<file path="src/rtl/pipe_pkg.sv">
// IF/ID pipeline payload layout, bubble constant and perf counter sizing
// shared by the pipe_stage_buf slice.
package pipe_pkg;

    // Field widths of the IF/ID payload.
    localparam int unsigned PC_W     = 32;
    localparam int unsigned PC4_W    = 32;
    localparam int unsigned INSTR_W  = 32;
    localparam int unsigned BL_W     = 1;
    localparam int unsigned BTB_W    = 1;
    localparam int unsigned IF_ID_W  = PC_W + PC4_W + INSTR_W + BL_W + BTB_W;

    // Field offsets, LSB first: {PC, PC+4, instruction, branch-likely, BTB-hit}.
    localparam int unsigned BTB_OFF   = 0;
    localparam int unsigned BL_OFF    = BTB_OFF + BTB_W;
    localparam int unsigned INSTR_OFF = BL_OFF + BL_W;
    localparam int unsigned PC4_OFF   = INSTR_OFF + INSTR_W;
    localparam int unsigned PC_OFF    = PC4_OFF + PC4_W;

    // Payload presented while the stage holds nothing: PC=0, PC+4=4, NOP.
    localparam logic [IF_ID_W-1:0] IF_ID_BUBBLE = {32'h0, 32'h4, 32'h0, 2'b0};

    // Performance counter sizing.
    localparam int unsigned        PERF_W   = 32;
    localparam logic [PERF_W-1:0]  PERF_MAX = '1;

endpackage

</file>
<file path="src/rtl/pipe_stage_perf.sv">
// Saturating stall and flush event counters for pipe_stage_buf.
// Instantiated only when PIPE_STAGE_PERF_EN is defined.
module pipe_stage_perf
    import pipe_pkg::*;
(
    input  logic              clk,
    input  logic              reset,
    input  logic              stall_evt,
    input  logic              flush_evt,
    output logic [PERF_W-1:0] stall_cnt,
    output logic [PERF_W-1:0] flush_cnt
);

    logic [PERF_W-1:0] stall_q, stall_d;
    logic [PERF_W-1:0] flush_q, flush_d;

    // Next counter values: increment on event, hold at all-ones.
    always_comb begin
        stall_d = stall_q;
        flush_d = flush_q;
        if (stall_evt && (stall_q != PERF_MAX)) stall_d = stall_q + 1'b1;
        if (flush_evt && (flush_q != PERF_MAX)) flush_d = flush_q + 1'b1;
    end

    // Counter registers, cleared asynchronously by reset.
    always_ff @(posedge clk or posedge reset) begin
        if (reset) begin
            stall_q <= '0;
            flush_q <= '0;
        end else begin
            stall_q <= stall_d;
            flush_q <= flush_d;
        end
    end

    assign stall_cnt = stall_q;
    assign flush_cnt = flush_q;

endmodule

</file>
<file path="src/rtl/pipe_stage_buf.sv">
// In-order FIFO pipeline stage buffer (IF/ID) with flush and bubble output.
// Optional perf counters (stall_cnt, flush_cnt) enabled by PIPE_STAGE_PERF_EN;
// without it both ports read zero.
module pipe_stage_buf
    import pipe_pkg::*;
#(
    parameter int unsigned       DATA_W = IF_ID_W,
    parameter int unsigned       DEPTH  = 2,
    parameter logic [DATA_W-1:0] BUBBLE = IF_ID_BUBBLE
) (
    input  logic                       clk,
    input  logic                       reset,
    input  logic                       flush,
    input  logic                       in_valid,
    input  logic [DATA_W-1:0]          in_data,
    output logic                       in_ready,
    output logic                       out_valid,
    output logic [DATA_W-1:0]          out_data,
    input  logic                       out_ready,
    output logic [$clog2(DEPTH+1)-1:0] count,
    output logic [31:0]                stall_cnt,
    output logic [31:0]                flush_cnt
);

    localparam int unsigned CNT_W = $clog2(DEPTH + 1);
    localparam int unsigned PTR_W = (DEPTH > 1) ? $clog2(DEPTH) : 1;
    // Array sized to the full pointer range so every pointer value is a legal
    // index; entries at or above DEPTH are never written.
    localparam int unsigned MEM_N = 1 << PTR_W;
    localparam logic [CNT_W-1:0] FULL = CNT_W'(DEPTH);
    localparam logic [PTR_W-1:0] LAST = PTR_W'(DEPTH - 1);

    logic [DATA_W-1:0] mem_q [MEM_N];
    logic [PTR_W-1:0]  rd_ptr_q, rd_ptr_d;
    logic [PTR_W-1:0]  wr_ptr_q, wr_ptr_d;
    logic [CNT_W-1:0]  count_q, count_d;
    logic              push, pop;

    // Handshakes depend only on registered occupancy.
    assign in_ready  = (count_q != FULL);
    assign out_valid = (count_q != '0);
    assign push      = in_valid & in_ready;
    assign pop       = out_valid & out_ready;
    assign out_data  = out_valid ? mem_q[rd_ptr_q] : BUBBLE;
    assign count     = count_q;

    // Pointer and occupancy next state; flush overrides any push or pop.
    always_comb begin
        rd_ptr_d = rd_ptr_q;
        wr_ptr_d = wr_ptr_q;
        count_d  = count_q;
        if (flush) begin
            rd_ptr_d = '0;
            wr_ptr_d = '0;
            count_d  = '0;
        end else begin
            if (pop)  rd_ptr_d = (rd_ptr_q == LAST) ? '0 : rd_ptr_q + 1'b1;
            if (push) wr_ptr_d = (wr_ptr_q == LAST) ? '0 : wr_ptr_q + 1'b1;
            if (push && !pop)      count_d = count_q + 1'b1;
            else if (pop && !push) count_d = count_q - 1'b1;
        end
    end

    // Control registers with asynchronous reset.
    always_ff @(posedge clk or posedge reset) begin
        if (reset) begin
            rd_ptr_q <= '0;
            wr_ptr_q <= '0;
            count_q  <= '0;
        end else begin
            rd_ptr_q <= rd_ptr_d;
            wr_ptr_q <= wr_ptr_d;
            count_q  <= count_d;
        end
    end

    // Payload storage, not reset; out_data masks it with BUBBLE while empty.
    always_ff @(posedge clk) begin
        if (push && !flush) mem_q[wr_ptr_q] <= in_data;
    end

`ifdef PIPE_STAGE_PERF_EN
    pipe_stage_perf u_perf (
        .clk       (clk),
        .reset     (reset),
        .stall_evt (out_valid & ~out_ready),
        .flush_evt (flush),
        .stall_cnt (stall_cnt),
        .flush_cnt (flush_cnt)
    );
`else
    assign stall_cnt = '0;
    assign flush_cnt = '0;
`endif

endmodule

</file>
<file path="config.mk">
export PLATFORM = sky130hd
export DESIGN_NAME = pipe_stage_buf
export DESIGN_NICKNAME = d
export VERILOG_FILES = /design/src/rtl/pipe_pkg.sv /design/src/rtl/pipe_stage_perf.sv /design/src/rtl/pipe_stage_buf.sv
export SDC_FILE = /design/constraint.sdc
export NUM_CORES = 1
export LEC_CHECK = 0
export BUFFER_PORTS_ARGS = -buffer_cell sky130_fd_sc_hd__buf_2
export CORE_ASPECT_RATIO = 1.75
export CORE_UTILIZATION = 45
export CTS_CLUSTER_DIAMETER = 50
export DETAILED_ROUTE_END_ITERATION = 10
export HOLD_SLACK_MARGIN = 0.05
export PLACE_DENSITY_LB_ADDON = 0.25
export SYNTH_ARGS = -nofsm -noshare
export SYNTH_HDL_FRONTEND = slang
export SYNTH_SLANG_ARGS = --single-unit
</file>
<file path="constraint.sdc">
create_clock -name clk -period 8.8 [get_ports clk]
set_clock_uncertainty 0.05 [all_clocks]
set_input_delay 1.76 -clock clk [delete_from_list [all_inputs] [get_ports clk]]
set_output_delay 1.76 -clock clk [all_outputs]
set_load 0.005 [all_outputs]
</file>
==> run_results.csv, run 1 <==
group,metric,value,unit
finish,multi_input_area,0.00174,mm²
cts,cts_hold_buf,0,
die,rows,64,
global_routing,met3_usage,5.52,%
cts,cts_setup_buffers,0,
timing,finalSetupViolCount,0,
power_and_ir_drop,vdd_drop_max,0.141,mV
finish,layout_commonest_cell,"buf_2",
cts,cts_sinks,200,
setup_path,required,6990,ps
timing,relSlewSlack,14.5,%
global_routing,grt_overflow,0,
setup_path,crit_path_end_kind,"output pin",
logic_synthesis,netlist_area,0.00811,mm²
die,core,0.0175,mm²
route,totalWireLength,15400,µm
finish,design_area,0.00968,mm²
timing,fin_setup_tns,0,ps
global_routing,grt_pass1_wl,22800,µm
cts,clk_pin_slew,70,ps
cts,cts_buffers,17,
finish,layout-drive-gt1-share,33.6,%
cts,clock_path_buffers,2,
global_routing,grtUsageTotal,17.1,%
flow_run,max-cap-violations,0,
timing,whs,574,ps
cts,clk_latency,420,ps
setup_path,critPathMaxStageDelay,1090,ps
placed_design,portBuffers,204,
timing,period_share,52.9,%
setup_path,worstReg2RegStart,"count[1]",
run_status,status,"finished, final reports clean",
placed_design,placed_area,0.00909,mm²
placed_design,dp_hpwl,10100,µm
placed_design,routabilityCongestion,0.732,
timing,rsz0062_at_grt,"false",
route,firstDrtPassIters,4,
cts,htree_levels,4,
timing,slew_viol_final,0,
setup_path,startpoint,"rd_ptr_q",
die,dieHeight,180,µm
finish,area_growth,19.4,%
min_path,hold_start,"wr_ptr_q",
setup_path,slowest_stage,"dfrtp_4",
power_and_ir_drop,power.density,212,mW/mm²
die,fp.dieW,103,µm
finish,nets,814,
logic_synthesis,ys_ff_latch,200,
route,drt.antenna.violating_nets,0,
logic_synthesis,yosysWarnings,0,
logic_synthesis,ys_types,23,
cts,cts-resized-gates,0,
global_routing,grt_max_degree,75,
logic_synthesis,synth.yosys.seq_area_share,73.8,%
setup_path,path_cells,"buf_4 > mux2i_1 > nor2_1 > buf_2",
setup_path,crit_path_end,"out_data[69]",
route,vias_per_cell,4.69,
global_routing,antenna_found_initial,7,
timing,fmax,215,MHz
power_and_ir_drop,p_leak,3.76,nW
setup_path,startpoint_type,"register",
finish,regArea,0.00599,mm²
cts,cts_tree,"done",
die,start_util,46.2,%
route,dr_total_vias,4500,
route,drc_errors,0,
min_path,hold_class,"reg -> reg",
die,die_area,0.0186,mm²
setup_path,reg2reg_to,"mem_q[1][74]",
finish,nFillCells,1470,
setup_path,reg2reg_slack,5420,ps
setup_path,r2r_cells,5,
cts,root_buffer,"clkbuf_16",
global_routing,met1_usage,17.2,%
route,post_drt_wl_per_cell,16.0,µm
global_routing,busiest_layer,"met2",
die,io-pin-count,269,
finish,final_cell_mix,"204 x buf_2, 196 x edfxtp_1, 99 x mux2i_1",
timing,worst_pin_slew,1280,ps
timing,fin_crit,4650,ps
timing,hold_viol,0,
route,drtIter0Drc,181,
setup_path,cp.arrival,2840,ps
setup_path,crit_path_max_fanout,59,
global_routing,grt_use_met2,30.3,%
global_routing,grt_pass1_vias,4521,
finish,utilization,55.2,%
logic_synthesis,syn_avg_cell_area,16.0,µm²
setup_path,path_class,"reg -> out",
logic_synthesis,synthCells,506,
-- worst min-delay path by stage --
stage                     slack, ps  cells after the start  endpoint
after global routing            600                      2  wr_ptr_q
after global placement          540                      2  wr_ptr_q
after CTS                       580                      2  wr_ptr_q
after detailed placement        570                      2  wr_ptr_q
after floorplan                 490                      2  wr_ptr_q
final                           570                      2  wr_ptr_q
-- power breakdown --
group          switching (mW)  total, mW  internal [mW]
registers              0.0213       1.11           1.09
logic                   0.105      0.187         0.0819
clock network           0.335      0.759          0.424
-- flip-flops by register name, summed over array words and instances (netlist names) --
name / count
count: 2
rd_ptr_q: 1
wr_ptr_q: 1
mem_q: 196
-- stage by stage --
stage | setup slack (ps) | instances | power, mW
2_1_floorplan | 2600 | 569 | 1.25
3_3_place_gp | 4320 | 923 | 1.31
3_5_place_dp | 4210 | 923 | 1.32
4_1_cts | 4090 | 955 | 2.08
5_1_grt | 3950 | 958 | 2.13
6_report | 4150 | 959 | 2.05
-- cells by family (layout without fill, tap and decap cells) --
logic type,count (synthesis),after routing,synth area share [%]
and+or+nand+nor,108,108,5.31
DFF,200,200,73.8
muxes,99,99,12.2
AOI/OAI and AO/OA,8,8,0.556
buffers and inverters,89,244,7.90
other,1,68,0.0463
xor gates and xnor gates,1,1,0.108
-- cell usage after synthesis, drive strengths merged --
| cell | n | area [µm²] |
|---|---|---|
| nor3 | 1 | 5.00 |
| o21ai | 2 | 10.0 |
| nand3b | 1 | 7.51 |
| buf | 85 | 626 |
| dfrtp | 4 | 100 |
| xor2 | 1 | 8.76 |
| a21o | 1 | 7.51 |
| inv | 4 | 15.0 |
| o211ai | 1 | 7.51 |
| nor2b | 1 | 8.76 |
| a21oi | 4 | 20.0 |
| conb | 1 | 3.75 |
| nor3b | 2 | 15.0 |
| or3 | 1 | 6.26 |
| or2 | 1 | 6.26 |
| nor2 | 99 | 374 |
| mux2i | 99 | 991 |
| edfxtp | 196 | 5890 |
| nand2 | 2 | 7.51 |
-- layout make-up --
cell class | instances | area share, %
Tap cell | 231 | 2.99
Clock buffer | 20 | 4.51
Clock inverter | 12 | 1.50
Inverter | 4 | 0.155
Antenna cell | 4 | 0.103
Multi-Input combinational cell | 280 | 18.0
Sequential cell | 200 | 61.9
Timing Repair Buffer | 208 | 10.9
-- worst max-delay path: cells and delay by family (launching register included) --
family        cells  cell delay (ps)
buf+inv           2              890
flops             1             1090
mux               1              270
simple gates      1               80
-- metal layers --
metal  vias up  part of all wire, %
li1       2116                    -
met1      2153                   35
met2       192                   56
met3        33                  5.4
met4         6                  3.2
met5         -                 0.25
No activity file was read; power rests on OpenSTA's default activity.
==> run 2, diff against run 1 <==
Settings changed: ABC_AREA set to 1.
Clock period 8.8 ns to 4.83 ns, I/O delays scaled along.
==> run_results.csv, run 2 <==
group,metric,value,unit
setup_path,worstReg2RegStart,"count[0]",
setup_path,crit_path_max_fanout,70,
die,fp.dieW,103,µm
cts,cts_buffers,17,
global_routing,grt_max_degree,71,
die,rows,64,
route,drt.antenna.violating_nets,0,
finish,area_growth,20.8,%
setup_path,startpoint_type,"register",
setup_path,required,3810,ps
flow_run,max-cap-violations,0,
logic_synthesis,synth_edf_count,196,
cts,cts_sinks,200,
logic_synthesis,netlist_area,0.00802,mm²
logic_synthesis,synth_top_area_share,73.4,%
logic_synthesis,syn_avg_cell_area,12.8,µm²
setup_path,r2r_cells,5,
logic_synthesis,synth.yosys.seq_area_share,74.7,%
timing,worst_slack,827,ps
die,start_util,45.9,%
route,drc_errors,0,
die,core,0.0175,mm²
cts,cts-resized-gates,0,
placed_design,portBuffers,204,
timing,period_share,82.9,%
min_path,hold_class,"in -> async",
logic_synthesis,ys_types,18,
finish,nets,931,
finish,design_area,0.00968,mm²
route,totalWireLength,16600,µm
placed_design,dp_hpwl,10400,µm
cts,root_buffer,"clkbuf_16",
setup_path,cp.arrival,2990,ps
timing,finalSetupViolCount,0,
setup_path,crit_path_end_kind,"output pin",
global_routing,grt_pass1_vias,4580,
logic_synthesis,postSynth.asyncResetShare,2.00,%
cts,cts_setup_buffers,0,
timing,fin_crit,4000,ps
cts,htree_levels,4,
placed_design,pre_cts_slack,1190,ps
cts,clk_pin_slew,70,ps
global_routing,antenna_found_initial,2,
logic_synthesis,yosysWarnings,0,
setup_path,reg2reg_slack,2360,ps
logic_synthesis,synth_flop_cell,"edfxtp_1",
finish,utilization,55.5,%
timing,hold_viol,0,
route,vias_per_cell,4.72,
die,io-pin-count,269,
logic_synthesis,yosys.area.top_type,"edfxtp_1",
finish,final_cell_mix,"208 x nand2_1, 204 x buf_2, 196 x edfxtp_1",
logic_synthesis,synthCells,628,
timing,relSlewSlack,29.4,%
global_routing,grtUsageTotal,17.9,%
placed_design,placed_area,0.00904,mm²
timing,rsz0062_at_grt,"false",
timing,fmax,250,MHz
route,post_drt_wl_per_cell,15.4,µm
timing,whs,367,ps
power_and_ir_drop,vdd_drop_max,0.278,mV
logic_synthesis,synthTopCellsByCount,"208 x nand2_1, 196 x edfxtp_1, 98 x a21oi_1, 70 x buf_4, 15 x buf_2",
route,drtIter0Drc,201,
power_and_ir_drop,p_leak,3.98,nW
run_status,status,"finished, final reports clean",
global_routing,grt_overflow,0,
finish,layout_commonest_cell,"nand2_1",
global_routing,grt_pass1_wl,23900,µm
die,dieHeight,179,µm
setup_path,path_class,"reg -> out",
setup_path,reg2reg_to,"mem_q[0][62]",
timing,slew_viol_final,0,
route,firstDrtPassIters,4,
cts,clock_path_buffers,2,
cts,cts_tree,"done",
logic_synthesis,synth_most_common_cell,"nand2_1",
timing,worst_pin_slew,1060,ps
route,dr_total_vias,5074,
cts,clk_latency,410,ps
power_and_ir_drop,power.density,453,mW/mm²
finish,largest_reg_flops,196,
placed_design,routabilityCongestion,0.757,
logic_synthesis,synth_area_leaders,"edfxtp_1 73%, nand2_1 9.7%, buf_4 6.6%",
finish,largest_register,"mem_q",
die,die_area,0.0184,mm²
cts,cts_hold_buf,0,
finish,layout-drive-gt1-share,29.7,%
logic_synthesis,ys_ff_latch,200,
[run 2: cell types whose count changed after synthesis, sizes merged, moves of 2 or more]
cell	previous run	this run
nand3	0	6
clkbuf	0	10
nand2	2	208
mux2i	99	0
nor2	99	8
nor3b	2	0
inv	4	7
a21oi	4	98
[run 2: worst max path at each step]
stage | start | to | slack (ps)
after global placement | rd_ptr_q | out_data[26] | 1210
after CTS | rd_ptr_q | out_data[28] | 730
after global routing | rd_ptr_q | out_data[25] | 520
after floorplan | in_valid | mem_q[0][0] | -1140
final | rd_ptr_q | out_data[49] | 830
after detailed placement | rd_ptr_q | out_data[28] | 1190
[run 2: through the flow]
stage / power [mW] / TNS [ps] / cells
2_1_floorplan: 2.61 / -224040 / 691
3_3_place_gp: 2.96 / 0 / 1040
3_5_place_dp: 2.96 / 0 / 1040
4_1_cts: 4.44 / 0 / 1072
5_1_grt: 4.61 / 0 / 1074
6_report: 4.39 / 0 / 1075
[run 2: per-layer routing]
metal | routed length [µm] | part of all wire, % | track usage (%) | vias to the layer above
met2 | 9080 | 55 | 31.4 | 208
met4 | 351 | 2.1 | 7.57 | 0
met1 | 6070 | 37 | 20.0 | 2397
met3 | 1110 | 6.7 | 5.17 | 18
met5 | 0 | 0 | 0 | -
li1 | - | - | - | 2451
[run 2: area by class of cell]
cell class | count | area (µm²)
fill | 1511 | 7770
sequential | 200 | 5990
multi-input combinational | 388 | 1620
timing repair buffer | 213 | 1110
clock buffer | 18 | 429
tap | 231 | 289
clock inverter | 14 | 205
inverter | 8 | 31.3
antenna | 3 | 7.51
[run 2: worst max-delay path, stage by stage (launching register included)]
cell      delay, ps
dfrtp_4         740
clkinv_2        950
buf_4           530
nand2_1          80
a21oi_1          60
buf_2           160
[run 2: cells by family (layout without fill, tap and decap cells)]
| family | after synthesis | in the layout | share of synthesized area (%) |
|---|---|---|---|
| AO/OA/AOI/OAI | 101 | 101 | 6.34 |
| flip-flops | 200 | 200 | 74.7 |
| AND/OR/NAND/NOR | 223 | 223 | 10.6 |
| other | 1 | 67 | 0.0468 |
| buffers and inverters | 103 | 253 | 8.35 |
[run 2: power by group]
part | internal, mW | switching, mW | total, mW | leakage (nW)
Combinational | 0.303 | 0.528 | 0.831 | 1.83
Sequential | 2.03 | 0.0524 | 2.08 | 1.84
Clock | 0.801 | 0.681 | 1.48 | 0.308
==> run 3, diff against run 2 <==
Clock period 4.83 ns to 4 ns, I/O delays scaled along.
==> run_results.csv, run 3 (synthesized netlist as in run 2, its figures left out) <==
group,metric,value,unit
die,rows,64,
flow_run,max-cap-violations,0,
cts,cts_hold_buf,0,
route,dr_total_vias,5154,
route,vias_per_cell,4.80,
setup_path,startpoint_type,"register",
finish,nets,931,
timing,fmax,329,MHz
power_and_ir_drop,p_sw,1.50,mW
route,post_drt_wl_per_cell,15.2,µm
setup_path,reg2reg_to,"mem_q[1][89]",
cts,cts_sinks,200,
finish,final_cell_mix,"208 x nand2_1, 204 x buf_2, 196 x edfxtp_1",
timing,period_share,76.0,%
finish,layout-drive-gt1-share,29.7,%
power_and_ir_drop,power_frac_clock,32.5,%
setup_path,path_cells,"buf_4 > nand2_1 > a21oi_1 > buf_2",
route,totalWireLength,16300,µm
cts,cts-resized-gates,0,
cts,clock_path_buffers,2,
setup_path,crit_path_max_fanout,98,
power_and_ir_drop,pwr-share-seq,47.6,%
finish,largest_register,"mem_q",
route,drt.antenna.violating_nets,0,
die,core,0.0175,mm²
die,start_util,45.9,%
timing,whs,205,ps
setup_path,cp.arrival,2190,ps
power_and_ir_drop,vdd_drop_max,0.330,mV
cts,htree_levels,4,
setup_path,critPathMaxStageDelay,820,ps
power_and_ir_drop,p_int,3.72,mW
setup_path,reg2reg_slack,1840,ps
run_status,status,"finished, final reports clean",
setup_path,path_class,"reg -> out",
global_routing,grt_pass1_wl,23800,µm
placed_design,routabilityCongestion,0.778,
cts,clk_pin_slew,70,ps
setup_path,r2r_cells,5,
global_routing,antenna_found_initial,3,
placed_design,portBuffers,204,
route,firstDrtPassIters,4,
route,wl_met2,9080,µm
route,met1Wirelength,5860,µm
timing,hold_viol,0,
power_and_ir_drop,p_leak,3.98,nW
finish,design_area,0.00968,mm²
power_and_ir_drop,power.density,540,mW/mm²
cts,cts_tree,"done",
setup_path,required,3150,ps
timing,rsz0062_at_grt,"false",
route,top_layer,"met5",
route,drtIter0Drc,210,
cts,cts_buffers,17,
power_and_ir_drop,p_comb_share,19.9,%
global_routing,grt_pass1_vias,4798,
global_routing,grt_max_degree,100,
route,drc_errors,0,
timing,slew_viol_final,0,
timing,worst_pin_slew,1100,ps
setup_path,slowest_stage,"buf_4",
placed_design,placed_area,0.00907,mm²
power_and_ir_drop,sw_frac_of_total,28.8,%
placed_design,dp_hpwl,10100,µm
die,die_area,0.0184,mm²
die,fp.dieW,103,µm
finish,area_growth,20.7,%
setup_path,crit_path_end_kind,"output pin",
cts,cts_setup_buffers,0,
finish,nFillCells,1512,
global_routing,grtUsageTotal,17.9,%
timing,relSlewSlack,26.8,%
route,met3WireLength,887,µm
global_routing,grt_overflow,0,
cts,clk_latency,420,ps
timing,fin_crit,3040,ps
min_path,hold_class,"in -> async",
die,io-pin-count,269,
die,dieHeight,179,µm
cts,root_buffer,"clkbuf_16",
finish,utilization,55.4,%
finish,layout_commonest_cell,"nand2_1",
timing,finalSetupViolCount,0,
setup_path,worstReg2RegStart,"count[0]",
finish,largest_reg_flops,196,
-- run 3: cell type report --
type                    count  area (µm²)  area share [%]
clock buffers              17         425            4.40
flip-flops and latches    200        5990            61.9
inverters                   8        31.3           0.323
repair buffers            213        1140            11.8
multi-input cells         388        1620            16.7
well taps                 231         289            2.99
clock inverters            15         179            1.85
diodes                      2        5.00          0.0517
-- run 3: worst max-delay path: cells and delay by family, from the launching register on --
family          cells  cell delay (ps)
compound gates      1              220
flops               1              410
buf+inv             2              960
simple gates        1              130
-- run 3: how the worst max path moves through the flow --
stage	endpoint	from	slack, ps
2_1_floorplan	mem_q[0][0]	in_valid	-180
3_3_place_gp	out_data[72]	rd_ptr_q	1420
3_5_place_dp	out_data[89]	rd_ptr_q	1370
4_1_cts	out_data[89]	rd_ptr_q	890
5_1_grt	out_data[41]	rd_ptr_q	810
6_report	out_data[50]	rd_ptr_q	960
-- run 3: metal layers --
metal	vias to the layer above	GRT usage, %
met4	2	8.16
met5	-	0
met1	2473	18.5
met3	29	4.66
li1	2450	-
met2	200	32.9
-- run 3: power groups by stage --
stage               clock [mW]  combinational [mW]  sequential (mW)
CTS                       1.74                1.06             2.49
finish                    1.70                1.04             2.49
floorplan                    0               0.612             2.53
detailed placement           0                1.06             2.53
global placement             0                1.05             2.53
global route              1.82                1.18             2.50
-- run 3: per-stage QoR --
step / worst slack (ps) / total power, mW / cells / TNS (ps)
floorplan: -177 / 3.14 / 691 / -34780
global placement: 1420 / 3.58 / 1040 / 0
detailed placement: 1370 / 3.59 / 1040 / 0
CTS: 889 / 5.29 / 1072 / 0
global route: 812 / 5.49 / 1074 / 0
finish: 958 / 5.22 / 1074 / 0
